**src/rtl/spi_master_mw.sv**
```systemverilog
// Multi-word SPI master: valid/ready word stream, runtime word length, bit order, SPI mode and slave select.
// Optional build macro SPI_MASTER_MW_LOOPBACK_EN adds i_loopback (received bit taken from o_mosi).
module spi_master_mw #(
   parameter int unsigned DATA_W = 32,
   parameter int unsigned NUM_SS = 4,
   parameter int unsigned DIV_W  = 16,
   localparam int unsigned LW    = $clog2(DATA_W + 1),
   localparam int unsigned SW    = (NUM_SS > 1) ? $clog2(NUM_SS) : 1
) (
   input  logic              i_clk,
   input  logic              i_rst_n,
   input  logic [DIV_W-1:0]  i_divider,
   input  logic              i_cpol,
   input  logic              i_cpha,
   input  logic              i_lsb_first,
   input  logic [LW-1:0]     i_word_len,
   input  logic [SW-1:0]     i_ss_sel,
   input  logic [DATA_W-1:0] i_tx_data,
   input  logic              i_tx_last,
   input  logic              i_tx_valid,
   output logic              o_tx_ready,
   output logic [DATA_W-1:0] o_rx_data,
   output logic              o_rx_valid,
   output logic              o_busy,
   output logic              o_sclk,
   output logic [NUM_SS-1:0] o_ss_n,
   output logic              o_mosi,
   input  logic              i_miso
`ifdef SPI_MASTER_MW_LOOPBACK_EN
   ,
   input  logic              i_loopback
`endif
);

   localparam int unsigned IW = (DATA_W > 1) ? $clog2(DATA_W) : 1;

   typedef enum logic [2:0] {ST_IDLE, ST_SETUP, ST_SHIFT, ST_WAIT, ST_STOP, ST_GAP} state_t;

   state_t              state_q;
   logic [DIV_W-1:0]    cnt_q, div_q;
   logic                cpol_q, cpha_q, lsb_q, last_q, lead_q;
   logic [LW-1:0]       len_q, bit_q;
   logic [DATA_W-1:0]   tx_q, rx_sh_q, rx_sh_d, rx_data_q;
   logic                rx_valid_q, busy_q, sclk_q, mosi_q, tx_ready_q;
   logic [NUM_SS-1:0]   ss_n_q;

   logic                tick, accept, rx_bit;
   logic [LW-1:0]       len_in;
   logic [IW-1:0]       pos_cur, pos_nxt;

   // Bit position within the word for the idx-th bit on the wire.
   function automatic logic [IW-1:0] bit_pos(input logic lsb, input logic [LW-1:0] len,
                                             input logic [LW-1:0] idx);
      logic [LW-1:0] p;
      p = lsb ? idx : (len - LW'(1) - idx);
      return p[IW-1:0];
   endfunction

   function automatic logic [NUM_SS-1:0] ss_decode(input logic [SW-1:0] sel);
      logic [NUM_SS-1:0] v;
      v = '1;
      for (int unsigned i = 0; i < NUM_SS; i++) begin
         if (sel == SW'(i)) v[i] = 1'b0;
      end
      return v;
   endfunction

   always_comb begin
      tick    = (cnt_q == div_q);
      accept  = i_tx_valid & tx_ready_q;
      len_in  = (i_word_len == '0 || i_word_len > LW'(DATA_W)) ? LW'(DATA_W) : i_word_len;
      pos_cur = bit_pos(lsb_q, len_q, bit_q);
      pos_nxt = bit_pos(lsb_q, len_q, bit_q + LW'(1));
`ifdef SPI_MASTER_MW_LOOPBACK_EN
      rx_bit  = i_loopback ? mosi_q : i_miso;
`else
      rx_bit  = i_miso;
`endif
      rx_sh_d = rx_sh_q;
      rx_sh_d[pos_cur] = rx_bit;
   end

   always_ff @(posedge i_clk or negedge i_rst_n) begin
      if (!i_rst_n) begin
         state_q    <= ST_IDLE;
         cnt_q      <= '0;
         div_q      <= '0;
         cpol_q     <= 1'b0;
         cpha_q     <= 1'b0;
         lsb_q      <= 1'b0;
         last_q     <= 1'b0;
         lead_q     <= 1'b1;
         len_q      <= '0;
         bit_q      <= '0;
         tx_q       <= '0;
         rx_sh_q    <= '0;
         rx_data_q  <= '0;
         rx_valid_q <= 1'b0;
         busy_q     <= 1'b0;
         sclk_q     <= 1'b0;
         mosi_q     <= 1'b0;
         tx_ready_q <= 1'b0;
         ss_n_q     <= '1;
      end else begin
         rx_valid_q <= 1'b0;
         // Divider is re-read only at wrap so a mid-transfer change never shortens the current half period.
         cnt_q <= tick ? '0 : cnt_q + DIV_W'(1);
         if (tick) div_q <= i_divider;
         case (state_q)
            ST_IDLE: begin
               sclk_q     <= i_cpol;
               tx_ready_q <= 1'b1;
               if (accept) begin
                  tx_ready_q <= 1'b0;
                  busy_q     <= 1'b1;
                  cnt_q      <= '0;
                  div_q      <= i_divider;
                  cpol_q     <= i_cpol;
                  cpha_q     <= i_cpha;
                  lsb_q      <= i_lsb_first;
                  len_q      <= len_in;
                  ss_n_q     <= ss_decode(i_ss_sel);
                  tx_q       <= i_tx_data;
                  last_q     <= i_tx_last;
                  rx_sh_q    <= '0;
                  bit_q      <= '0;
                  lead_q     <= 1'b1;
                  if (!i_cpha) mosi_q <= i_tx_data[bit_pos(i_lsb_first, len_in, '0)];
                  state_q    <= ST_SETUP;
               end
            end
            ST_SETUP: begin
               if (tick) state_q <= ST_SHIFT;
            end
            ST_SHIFT: begin
               if (tick) begin
                  if (lead_q) begin
                     sclk_q <= ~cpol_q;
                     lead_q <= 1'b0;
                     if (cpha_q) mosi_q  <= tx_q[pos_cur];
                     else        rx_sh_q <= rx_sh_d;
                  end else begin
                     sclk_q <= cpol_q;
                     lead_q <= 1'b1;
                     if (cpha_q) rx_sh_q <= rx_sh_d;
                     if (bit_q == len_q - LW'(1)) begin
                        rx_valid_q <= 1'b1;
                        rx_data_q  <= cpha_q ? rx_sh_d : rx_sh_q;
                        if (last_q) begin
                           state_q <= ST_STOP;
                        end else begin
                           state_q    <= ST_WAIT;
                           tx_ready_q <= 1'b1;
                        end
                     end else begin
                        bit_q <= bit_q + LW'(1);
                        if (!cpha_q) mosi_q <= tx_q[pos_nxt];
                     end
                  end
               end
            end
            ST_WAIT: begin
               if (accept) begin
                  tx_ready_q <= 1'b0;
                  cnt_q      <= '0;
                  div_q      <= i_divider;
                  tx_q       <= i_tx_data;
                  last_q     <= i_tx_last;
                  rx_sh_q    <= '0;
                  bit_q      <= '0;
                  lead_q     <= 1'b1;
                  if (!cpha_q) mosi_q <= i_tx_data[bit_pos(lsb_q, len_q, '0)];
                  state_q    <= ST_SHIFT;
               end
            end
            ST_STOP: begin
               if (tick) begin
                  ss_n_q  <= '1;
                  mosi_q  <= 1'b0;
                  state_q <= ST_GAP;
               end
            end
            ST_GAP: begin
               if (tick) begin
                  busy_q     <= 1'b0;
                  tx_ready_q <= 1'b1;
                  state_q    <= ST_IDLE;
               end
            end
            default: state_q <= ST_IDLE;
         endcase
      end
   end

   assign o_tx_ready = tx_ready_q;
   assign o_rx_data  = rx_data_q;
   assign o_rx_valid = rx_valid_q;
   assign o_busy     = busy_q;
   assign o_sclk     = sclk_q;
   assign o_ss_n     = ss_n_q;
   assign o_mosi     = mosi_q;

endmodule

```
**config.mk**
```make
export PLATFORM = sky130hd
export DESIGN_NAME = spi_master_mw
export DESIGN_NICKNAME = d
export VERILOG_FILES = /design/src/rtl/spi_master_mw.sv
export SDC_FILE = /design/constraint.sdc
export NUM_CORES = 1
export LEC_CHECK = 0
export CORE_ASPECT_RATIO = 0.75
export CORE_MARGIN = 2
export CORE_UTILIZATION = 45
export CTS_CLUSTER_DIAMETER = 200
export DETAILED_ROUTE_END_ITERATION = 10
export HOLD_SLACK_MARGIN = 0.1
export PLACE_DENSITY = 0.74
export SETUP_SLACK_MARGIN = 0.02
export SLEW_MARGIN = 20
export SYNTH_ARGS = -nofsm -noshare
export SYNTH_HDL_FRONTEND = slang
export SYNTH_SLANG_ARGS = --single-unit
```
**constraint.sdc**
```tcl
create_clock -name i_clk -period 3.9 [get_ports i_clk]
set_clock_uncertainty 0.15 [all_clocks]
set_input_delay 0.39 -clock i_clk [delete_from_list [all_inputs] [get_ports i_clk]]
set_output_delay 0.39 -clock i_clk [all_outputs]
set_load 0.02 [all_outputs]
```
==> reports/metrics.cfg, run 1 <==
[floorplan]
initial_core_util_pct = 46.20
coreArea_um2 = 20330
fp.dieH_um = 129.1
fp-row-count = 45
die_w_um = 170.8
boundaryPins = 105
die-area_um2 = 22050

[clock_network]
cts.sinks = 157
clkTransAtPathRegs_ps = 70
cts_made_buffers = 17
cts_max_path_buffers = 2
cts-root-buf = clkbuf_16
clk_latency_ps = 440
cts_tree = yes
htreeDepth = 4

[hold_path]
hold_path_class = flip-flop to flip-flop

[synth]
yosys-top-cells-area = dfrtp_1 41%, mux2i_1 6.0%, nand2_1 5.3%, o21ai_0 5.1%, mux2_2 4.9%
async_flop_share_pct = 100.0
netlist.top_cell.by_area = dfrtp_1
ys.flop_type = dfrtp_1
syn_avg_cell_area_um2 = 9.485
synth_edf_count = 0
synth_seq_cells = 157
syn-instance-count = 990
syn_area_um2 = 9390
synth_top_area_share_pct = 40.51
synthDistinctLibCells = 80
synth_nets = 1068
yosysSeqAreaShare_pct = 41.91
yosys_warnings = 0

[job]
maxCapViolCount = 0

[critical_path]
start_kind = flip-flop
cp_num_cells = 12
crit_path_end = o_rx_data[27]$_DFFE_PN0P_
rr_endpoint = o_rx_data[27]$_DFFE_PN0P_
startpoint = len_q[0]$_DFFE_PN0P_
worstRegToRegCells = 12
r2r_setup_slack_ps = 200
critPathMaxFanout = 64
crit_chain = inv_1, ha_1, xnor2_1, inv_2, ha_1, and4b_1, nand4b_1, or2_1, or3_2, buf_4, nand2_1, o21ai_0
slowest_stage = dfrtp_1
path_common_cell = ha_1
r2r-start = len_q[0]$_DFFE_PN0P_
max_stage_delay_ps = 470
arrival_ps = 3840
cp_top_family = simple AND/OR/NAND/NOR gates
path_buf_inv = 3
crit_type = flip-flop to flip-flop
required_ps = 4040
crit_path_end_kind = flip-flop

[sta]
tns_ps = 0
period_needed_ps = 3701
finalCritPeriodShare_pct = 94.89
final-hold-violation-count = 0
clock.fmax_ghz = 0.2702
slew_headroom_pct = 39.52
setup_viol = 0
worst-slew-pin-transition_ps = 907.2
drv_slew = 0

[cells_and_area]
register_area_um2 = 3935
syn2layout_area_growth_pct = 22.39
diodes = 0
utilization_pct = 56.54
fin_cells = 1389
fin_nets = 1172
fillers = 1797
multi_input_area_um2 = 5205
final_layout_size_suffix_gt1_share_pct = 14.54

[global_route]
use_met3_pct = 7.086
grt_max_degree = 94
antenna_found_initial = 0
track_usage_pct = 23.75
grt-ovfl-total = 0
use_met1_pct = 35.29
grt_use_met2_pct = 32.63
grt_pass1_vias = 7570
grt_pass1_wl_mm = 40.59
top_usage_layer = met1

[drt]
viasPerCell = 5.714
vias = 7937
drt_iter0_markers = 842
drc = 0
postRouteAntennaNets = 0
routedWlPerCell_um = 18.12
dr.pass1.iters = 5
wl_mm = 25.17

[status]
outcome = completed

[power_and_ir_drop]
vdd_ir_drop_max_mv = 0.6747
power.density_nw_per_um2 = 1039
leakagePower_nw = 4.818

[placement]
gp_congestion = 0.9542
dp_hpwl_mm = 18.05
portBuffers = 104
dpl.cell_count = 1354

## final cells by class
type	count	share of cell area, %
inverter	18	0.5879
clock inverter	13	1.513
tap	282	3.070
multi-input combinational	763	45.29
sequential	157	34.24
clock buffer	19	3.941
timing repair buffer	137	11.36
## worst reg2reg max path: stages, from the launching register on
cell      delay, ps
dfrtp_1         470
inv_1           100
ha_1            240
xnor2_1         220
inv_2           140
ha_1            390
and4b_1         230
nand4b_1        300
or2_1           360
or3_2           420
buf_4           300
nand2_1         160
o21ai_0          90
## repair_timing
| item | 4_1_cts | 5_1_grt |
|---|---|---|
| gates resized for setup | 0 | 8 |
| hold endpoints to repair | 91 | 0 |
| hold buffers | 1 | 0 |
| setup endpoints to repair | 0 | 43 |
| buffers inserted | 0 | 2 |
## power by group
part / switching [W] / internal, W
sequential: 0.000534 / 0.00218
clock: 0.000722 / 0.00106
combinational: 0.00432 / 0.00312
total: 0.00557 / 0.00636
## synthesized netlist by cell type, types with 4 or more instances
cell type  count
dfrtp_1      152
nand2_1      133
nor2_1       114
o21ai_0       96
mux2i_1       56
mux2_2        41
clkbuf_1      35
a21oi_1       31
xor2_1        30
nand3_1       29
o2bb2ai_1     20
inv_1         16
mux4_2        16
nor3_1        15
xnor2_1       15
and2_1        12
ha_1          12
a31oi_1       11
nand2b_1      11
buf_2         10
or3_1          8
nand4_1        7
nor2b_1        7
a221oi_1       6
dfstp_2        5
nor4_1         5
o21ai_1        5
o31ai_1        5
or2_2          5
a211oi_1       4
o22ai_1        4
## flip-flops by register name, indices dropped and copies added, names as in the netlist, 3 cells and up
register,count
state_q,3
o_rx_data,32
cnt_q,16
rx_sh_q,32
div_q,16
tx_q,32
bit_q,6
len_q,6
o_ss_n,4
## cells by family after synthesis
kind of cell	Yosys count	synth area share, %
buffers and inverters	70	3.131
AND/OR/NAND/NOR	365	17.60
XOR/XNOR	49	5.077
AO/OA/AOI/OAI	217	14.56
multiplexers	118	15.70
flip-flops	157	41.91
adder cells (fa/ha/maj)	14	2.025
## cell usage in the layout, fill, tap and decap left out, types with 14 or more instances in the layout
cell and count:
o2bb2ai_1 20, nand2_1 133, mux2i_1 55, inv_1 16, xor2_1 30, mux2_2 41, mux4_2 16, a21oi_1 30
o21ai_0 94, nand3_1 29, clkbuf_16 17, buf_4 31, dfrtp_1 152, clkdlybuf4s50_1 103, xnor2_1 15, nor3_1 14
nor2_1 113
## per-layer routing
metal  up-vias  wire (um)
li1       3742          -
met1      3786      11900
met2       357      10390
met3        52       2270
met4         0        614
met5         -          0
## how the worst min path moves through the flow
stage,startpoint,cells past startpoint,end,slack [ps]
finish,o_rx_data[13]$_DFFE_PN0P_,2,o_rx_data[13]$_DFFE_PN0P_,330
global route,i_divider[14],3,div_q[14]$_DFF_PN0_,330
CTS,i_divider[8],3,div_q[8]$_DFF_PN0_,320
detailed placement,o_rx_data[12]$_DFFE_PN0P_,2,o_rx_data[12]$_DFFE_PN0P_,320
global placement,o_sclk$_DFFE_PN0P_,2,o_sclk$_DFFE_PN0P_,310
floorplan,i_rst_n,0,bit_q[0]$_DFFE_PN0P_,-60
## per-stage QoR
step / hold WS, ps / setup slack (ps) / power (W) / instance area [um^2]
finish: 326.0 / 199.1 / 0.01194 / 11490
floorplan: -55.59 / 419.1 / 0.007807 / 9390
detailed placement: 321.8 / 48.38 / 0.009806 / 10800
CTS: 324.1 / 150.7 / 0.01167 / 11440
global route: 326.2 / -4.871 / 0.01278 / 11490
global placement: 311.6 / 151.3 / 0.009648 / 10800
Power figures use the tool's default switching activity.
==> inputs of run 2 (changes only) <==
CORE_UTILIZATION = 57   (was 45)
PLACE_DENSITY = 0.79   (was 0.74)
==> run 2 against run 1 <==
Worst setup slack better by 5.5 ps. Routed wire length is 1.1% lower. Die area is 21% lower. Clock power hardly changed. Maximum frequency is 0.15% higher. Sequential power hardly changed. Combinational power is 3.0% lower. Cell area is 1.3% lower. Clock-buffer cell count is 1 higher. Via count is 1.4% higher. Power is 1.8% lower. Critical endpoint is now o_rx_data[21]$_DFFE_PN0P_. Largest cell class unchanged. Highest routed layer unchanged.
==> reports/metrics.cfg, run 2 (synthesized netlist as in run 1, its figures left out) <==
[status]
outcome = completed

[global_route]
track_usage_pct = 29.42
grt_pass1_wl_mm = 40.82
grt-ovfl-total = 0
antenna_found_initial = 0
grt_max_degree = 68
grt_pass1_vias = 7825

[floorplan]
initial_core_util_pct = 58.45
coreArea_um2 = 16070
boundaryPins = 105
die-area_um2 = 17530
die_w_um = 152.2
fp-row-count = 40
fp.dieH_um = 115.2

[clock_network]
clkTransAtPathRegs_ps = 60
cts_tree = yes
clk_latency_ps = 430
htreeDepth = 4
cts-root-buf = clkbuf_16
cts_max_path_buffers = 2
post_cts_buffers = 0
cts.sinks = 157
cts_made_buffers = 17

[critical_path]
arrival_ps = 3830
start_kind = flip-flop
crit_chain = nor3_2, xnor2_1, inv_1, ha_1, and4b_1, nand4b_1, or2_1, or3_2, buf_4, nand2_1, o21ai_0
cp_top_family = simple AND/OR/NAND/NOR gates
slowest_stage = dfrtp_1
required_ps = 4030
max_stage_delay_ps = 450
crit_type = flip-flop to flip-flop
path_buf_inv = 2
crit_path_end_kind = flip-flop
critPathMaxFanout = 64

[sta]
rsz0062_at_grt = false
finalCritPeriodShare_pct = 94.75
final-hold-violation-count = 0
drv_slew = 0
whs_ps = 327.0
tns_ps = 0
period_needed_ps = 3695
clock.fmax_ghz = 0.2706
setup_viol = 0
worst-slew-pin-transition_ps = 900.7
slew_headroom_pct = 39.95

[placement]
gp_congestion = 0.9281
dpl.cell_count = 1277
portBuffers = 104
dp_hpwl_mm = 17.03

[drt]
drt_iter0_markers = 1069
viasPerCell = 6.146
postRouteAntennaNets = 0
drc = 0
dr.pass1.iters = 7
vias = 8051
routedWlPerCell_um = 19.00
wl_mm = 24.89

[job]
maxCapViolCount = 0

[cells_and_area]
diodes = 0
syn2layout_area_growth_pct = 20.76
fin_cells = 1310
final_cell_mix = 152 x dfrtp_1, 133 x nand2_1, 113 x nor2_1, 103 x clkdlybuf4s50_1, 95 x o21ai_0
final_common_cell = dfrtp_1
utilization_pct = 70.58
final_layout_size_suffix_gt1_share_pct = 14.09
fillers = 1183
fin_nets = 1165

[power_and_ir_drop]
p_int_w = 0.006254
leakagePower_nw = 4.789
p_clk_share_pct = 15.3
vdd_ir_drop_max_mv = 0.6501
power.density_nw_per_um2 = 1034
swShare_pct = 46.65
p_switching_w = 0.005468
power_w = 0.01172
power_frac_seq_pct = 23.2
combinationalPowerShare_pct = 61.6

[hold_path]
hold_path_class = flip-flop to flip-flop

[run 2: stage by stage]
stage | area, um^2 | setup slack [ps]
CTS | 11310 | 7.847
floorplan | 9390 | 419.1
global placement | 10660 | 176.7
global route | 11340 | 22.36
detailed placement | 10660 | 89.78
finish | 11340 | 204.6
[run 2: per-layer routing]
metal  GRT usage [%]  part of all wire, %
met3           7.802                  9.2
met5               0                    0
met4           8.162                  1.6
met1           43.23                   46
met2           43.51                   43
[run 2: layout make-up]
cell class | count | area (um^2) | area share, %
clock buffers | 20 | 456.7 | 4.027
clock inverters | 12 | 171.4 | 1.512
inverters | 18 | 67.56 | 0.5958
multi-input cells | 763 | 5206 | 45.91
flip-flops and latches | 157 | 3935 | 34.70
well taps | 210 | 262.8 | 2.317
repair buffers | 130 | 1240 | 10.93
[run 2: timing repair]
item / CTS / global route
resized for setup: 1 / 7
hold buffers: 1 / 0
pin swaps: 0 / 1
hold endpoints to repair: 60 / 0
setup endpoints to repair: 1 / 53
[run 2: power by group through the flow]
stage | logic [W] | clock network [W] | registers, W
after floorplan | 0.00526 | 0 | 0.00255
after global placement | 0.00675 | 0 | 0.00269
after detailed placement | 0.00686 | 0 | 0.00270
after CTS | 0.00698 | 0.00180 | 0.00269
after global routing | 0.00787 | 0.00188 | 0.00278
final | 0.00722 | 0.00179 | 0.00272
[run 2: worst paths after layout]
path                                      startpoint  slack (ps)  cells after the start                   endpoint
setup / recovery                len_q[2]$_DFFE_PN0P_         200                     11  o_rx_data[21]$_DFFE_PN0P_
hold / removal             o_rx_data[24]$_DFFE_PN0P_         330                      2  o_rx_data[24]$_DFFE_PN0P_
setup reg to reg                len_q[2]$_DFFE_PN0P_         200                     11  o_rx_data[21]$_DFFE_PN0P_
hold reg to reg            o_rx_data[24]$_DFFE_PN0P_         330                      2  o_rx_data[24]$_DFFE_PN0P_
max in group asynchronous                    i_rst_n        2290                      3    rx_sh_q[12]$_DFFE_PN0P_
min in group asynchronous                    i_rst_n         350                      2       tx_q[24]$_DFFE_PN0P_
[run 2: tightest hold or removal path, delay by kind of cell, from the launching register on]
family           cells  cell delay, ps
AO/OA/AOI/OAI        1              60
flip-flops           1             340
AND/OR/NAND/NOR      1              40
==> inputs of run 3 (changes only) <==
==> constraint.sdc (replaced) <==
create_clock -name i_clk -period 3.9 [get_ports i_clk]
set_clock_uncertainty 0.15 [all_clocks]
set_input_delay 0.975 -clock i_clk [delete_from_list [all_inputs] [get_ports i_clk]]
set_output_delay 0.975 -clock i_clk [all_outputs]
set_load 0.02 [all_outputs]
==> run 3 against run 2 <==
Routed wire length up 0.10%. Clock-buffer cell count up 1. Flip-flop and latch count is the same. Non-clock buffer count is 16 higher. Register-to-register slack better by 20 ps. Critical path depth did not move. Maximum frequency is 0.54% higher. Final cell count grew 1.2%. Clock power is 6% lower. Critical endpoint is now o_rx_data[13]$_DFFE_PN0P_.
==> reports/metrics.cfg, run 3 (synthesized netlist as in run 1, its figures left out) <==
[status]
outcome = completed

[global_route]
antenna_found_initial = 0
grt_max_degree = 82
track_usage_pct = 29.46
grt-ovfl-total = 0
grt_pass1_wl_mm = 40.70
grt_pass1_vias = 7695

[placement]
portBuffers = 104
dp_hpwl_mm = 17.50
dpl.cell_count = 1294
gp_congestion = 0.9160
pre_cts_slack_ps = -91.15

[critical_path]
crit_path_end_kind = flip-flop
start_kind = flip-flop
critPathMaxFanout = 64
crit_type = flip-flop to flip-flop
max_stage_delay_ps = 450
required_ps = 4030
slowest_stage = dfrtp_1
crit_chain = nor3_2, xnor2_1, inv_1, ha_1, and4b_1, nand4b_1, or2_1, or3_2, buf_4, nand2_1, o21ai_0
arrival_ps = 3800

[floorplan]
coreArea_um2 = 16070
initial_core_util_pct = 58.45
die-area_um2 = 17530
boundaryPins = 105
fp.dieH_um = 115.2
fp-row-count = 40
die_w_um = 152.2

[sta]
drv_slew = 0
worst-slew-pin-transition_ps = 769.0
finalCritPeriodShare_pct = 94.25
fin_ws_ps = 224.4
tns_ps = 0
final-hold-violation-count = 0
setup_viol = 0
rsz0062_at_grt = false
clock.fmax_ghz = 0.2721
period_needed_ps = 3676
slew_headroom_pct = 48.39

[power_and_ir_drop]
p_clk_share_pct = 14.3
power_frac_seq_pct = 23.1
leakagePower_nw = 4.844
power.density_nw_per_um2 = 1033
vdd_ir_drop_max_mv = 0.7190
p_int_w = 0.006275
p_switching_w = 0.005511
swShare_pct = 46.76
combinationalPowerShare_pct = 62.7

[job]
maxCapViolCount = 0

[clock_network]
post_cts_buffers = 0
cts_max_path_buffers = 2
cts-root-buf = clkbuf_16
cts.sinks = 157
htreeDepth = 4
cts_tree = yes
clk_latency_ps = 440
clkTransAtPathRegs_ps = 60
cts_made_buffers = 17

[cells_and_area]
final_common_cell = dfrtp_1
utilization_pct = 71.00
final_cell_mix = 152 x dfrtp_1, 133 x nand2_1, 113 x nor2_1, 103 x clkdlybuf4s50_1, 95 x o21ai_0
register_area_um2 = 3935
syn2layout_area_growth_pct = 21.47
diodes = 0
fin_nets = 1181
fin_cells = 1326
multi_input_area_um2 = 5187
final_layout_size_suffix_gt1_share_pct = 14.87
fillers = 1169

[hold_path]
hold_path_class = flip-flop to flip-flop

[drt]
viasPerCell = 6.115
drt_iter0_markers = 950
postRouteAntennaNets = 0
wl_met3_mm = 2.370
vias = 8109
wl_mm = 24.92
wl_met2_mm = 10.62
routedLengthMet1_mm = 11.53
dr.pass1.iters = 6
routedWlPerCell_um = 18.79
drc = 0
topRoutingLayerUsed = met4

[run 3: critical path: cells and delay by family (launching register included)]
| kind | cells | cell delay [ps] |
|---|---|---|
| XOR/XNOR | 1 | 290 |
| AND/OR/NAND/NOR | 6 | 1690 |
| adder cells (fa/ha/maj) | 1 | 360 |
| buffers and inverters | 2 | 420 |
| flip-flops | 1 | 450 |
| AO/OA/AOI/OAI | 1 | 120 |
[run 3: layout make-up]
type	count	share of cell area, %
Clock buffer	21	3.949
Clock inverter	11	1.163
Inverter	18	0.5924
Multi-Input combinational cell	763	45.48
Sequential cell	157	34.50
Tap cell	210	2.304
Timing Repair Buffer	146	12.01
[run 3: routing by layer]
layer / track usage, % / up-vias
li1: - / 3750
met1: 44.34 / 3891
met2: 42.97 / 424
met3: 6.860 / 44
met4: 8.474 / 0
met5: 0 / -
[run 3: final timing paths]
path	slack, ps	cells after the start	endpoint	start
max	220	11	o_rx_data[13]$_DFFE_PN0P_	len_q[2]$_DFFE_PN0P_
min	330	2	o_rx_data[11]$_DFFE_PN0P_	o_rx_data[11]$_DFFE_PN0P_
max reg2reg	220	11	o_rx_data[13]$_DFFE_PN0P_	len_q[2]$_DFFE_PN0P_
min reg2reg	330	2	o_rx_data[11]$_DFFE_PN0P_	o_rx_data[11]$_DFFE_PN0P_
max in group asynchronous	2310	2	lead_q$_DFFE_PN1P_	i_rst_n
min in group asynchronous	400	1	tx_q[24]$_DFFE_PN0P_	i_rst_n
[run 3: repair_timing]
| action | in CTS | in global routing |
|---|---|---|
| hold buffers | 0 | 0 |
| endpoints found under the setup margin | 0 | 18 |
| resized for setup | 0 | 4 |
[run 3: stage by stage]
step | total power [W] | hold slack (ps) | cell area (um^2)
floorplan | 0.007807 | 305.4 | 9390
global placement | 0.009634 | 314.1 | 10800
detailed placement | 0.009792 | 319.8 | 10800
CTS | 0.01158 | 334.1 | 11390
global route | 0.01253 | 352.1 | 11410
finish | 0.01179 | 329.1 | 11410
[run 3: power groups by stage]
stage               Clock (W)  Combinational, W  Sequential (W)
finish                0.00168           0.00739         0.00272
detailed placement          0           0.00709         0.00270
global placement            0           0.00695         0.00269
global route          0.00175           0.00799         0.00279
CTS                   0.00169           0.00720         0.00270
floorplan                   0           0.00526         0.00255
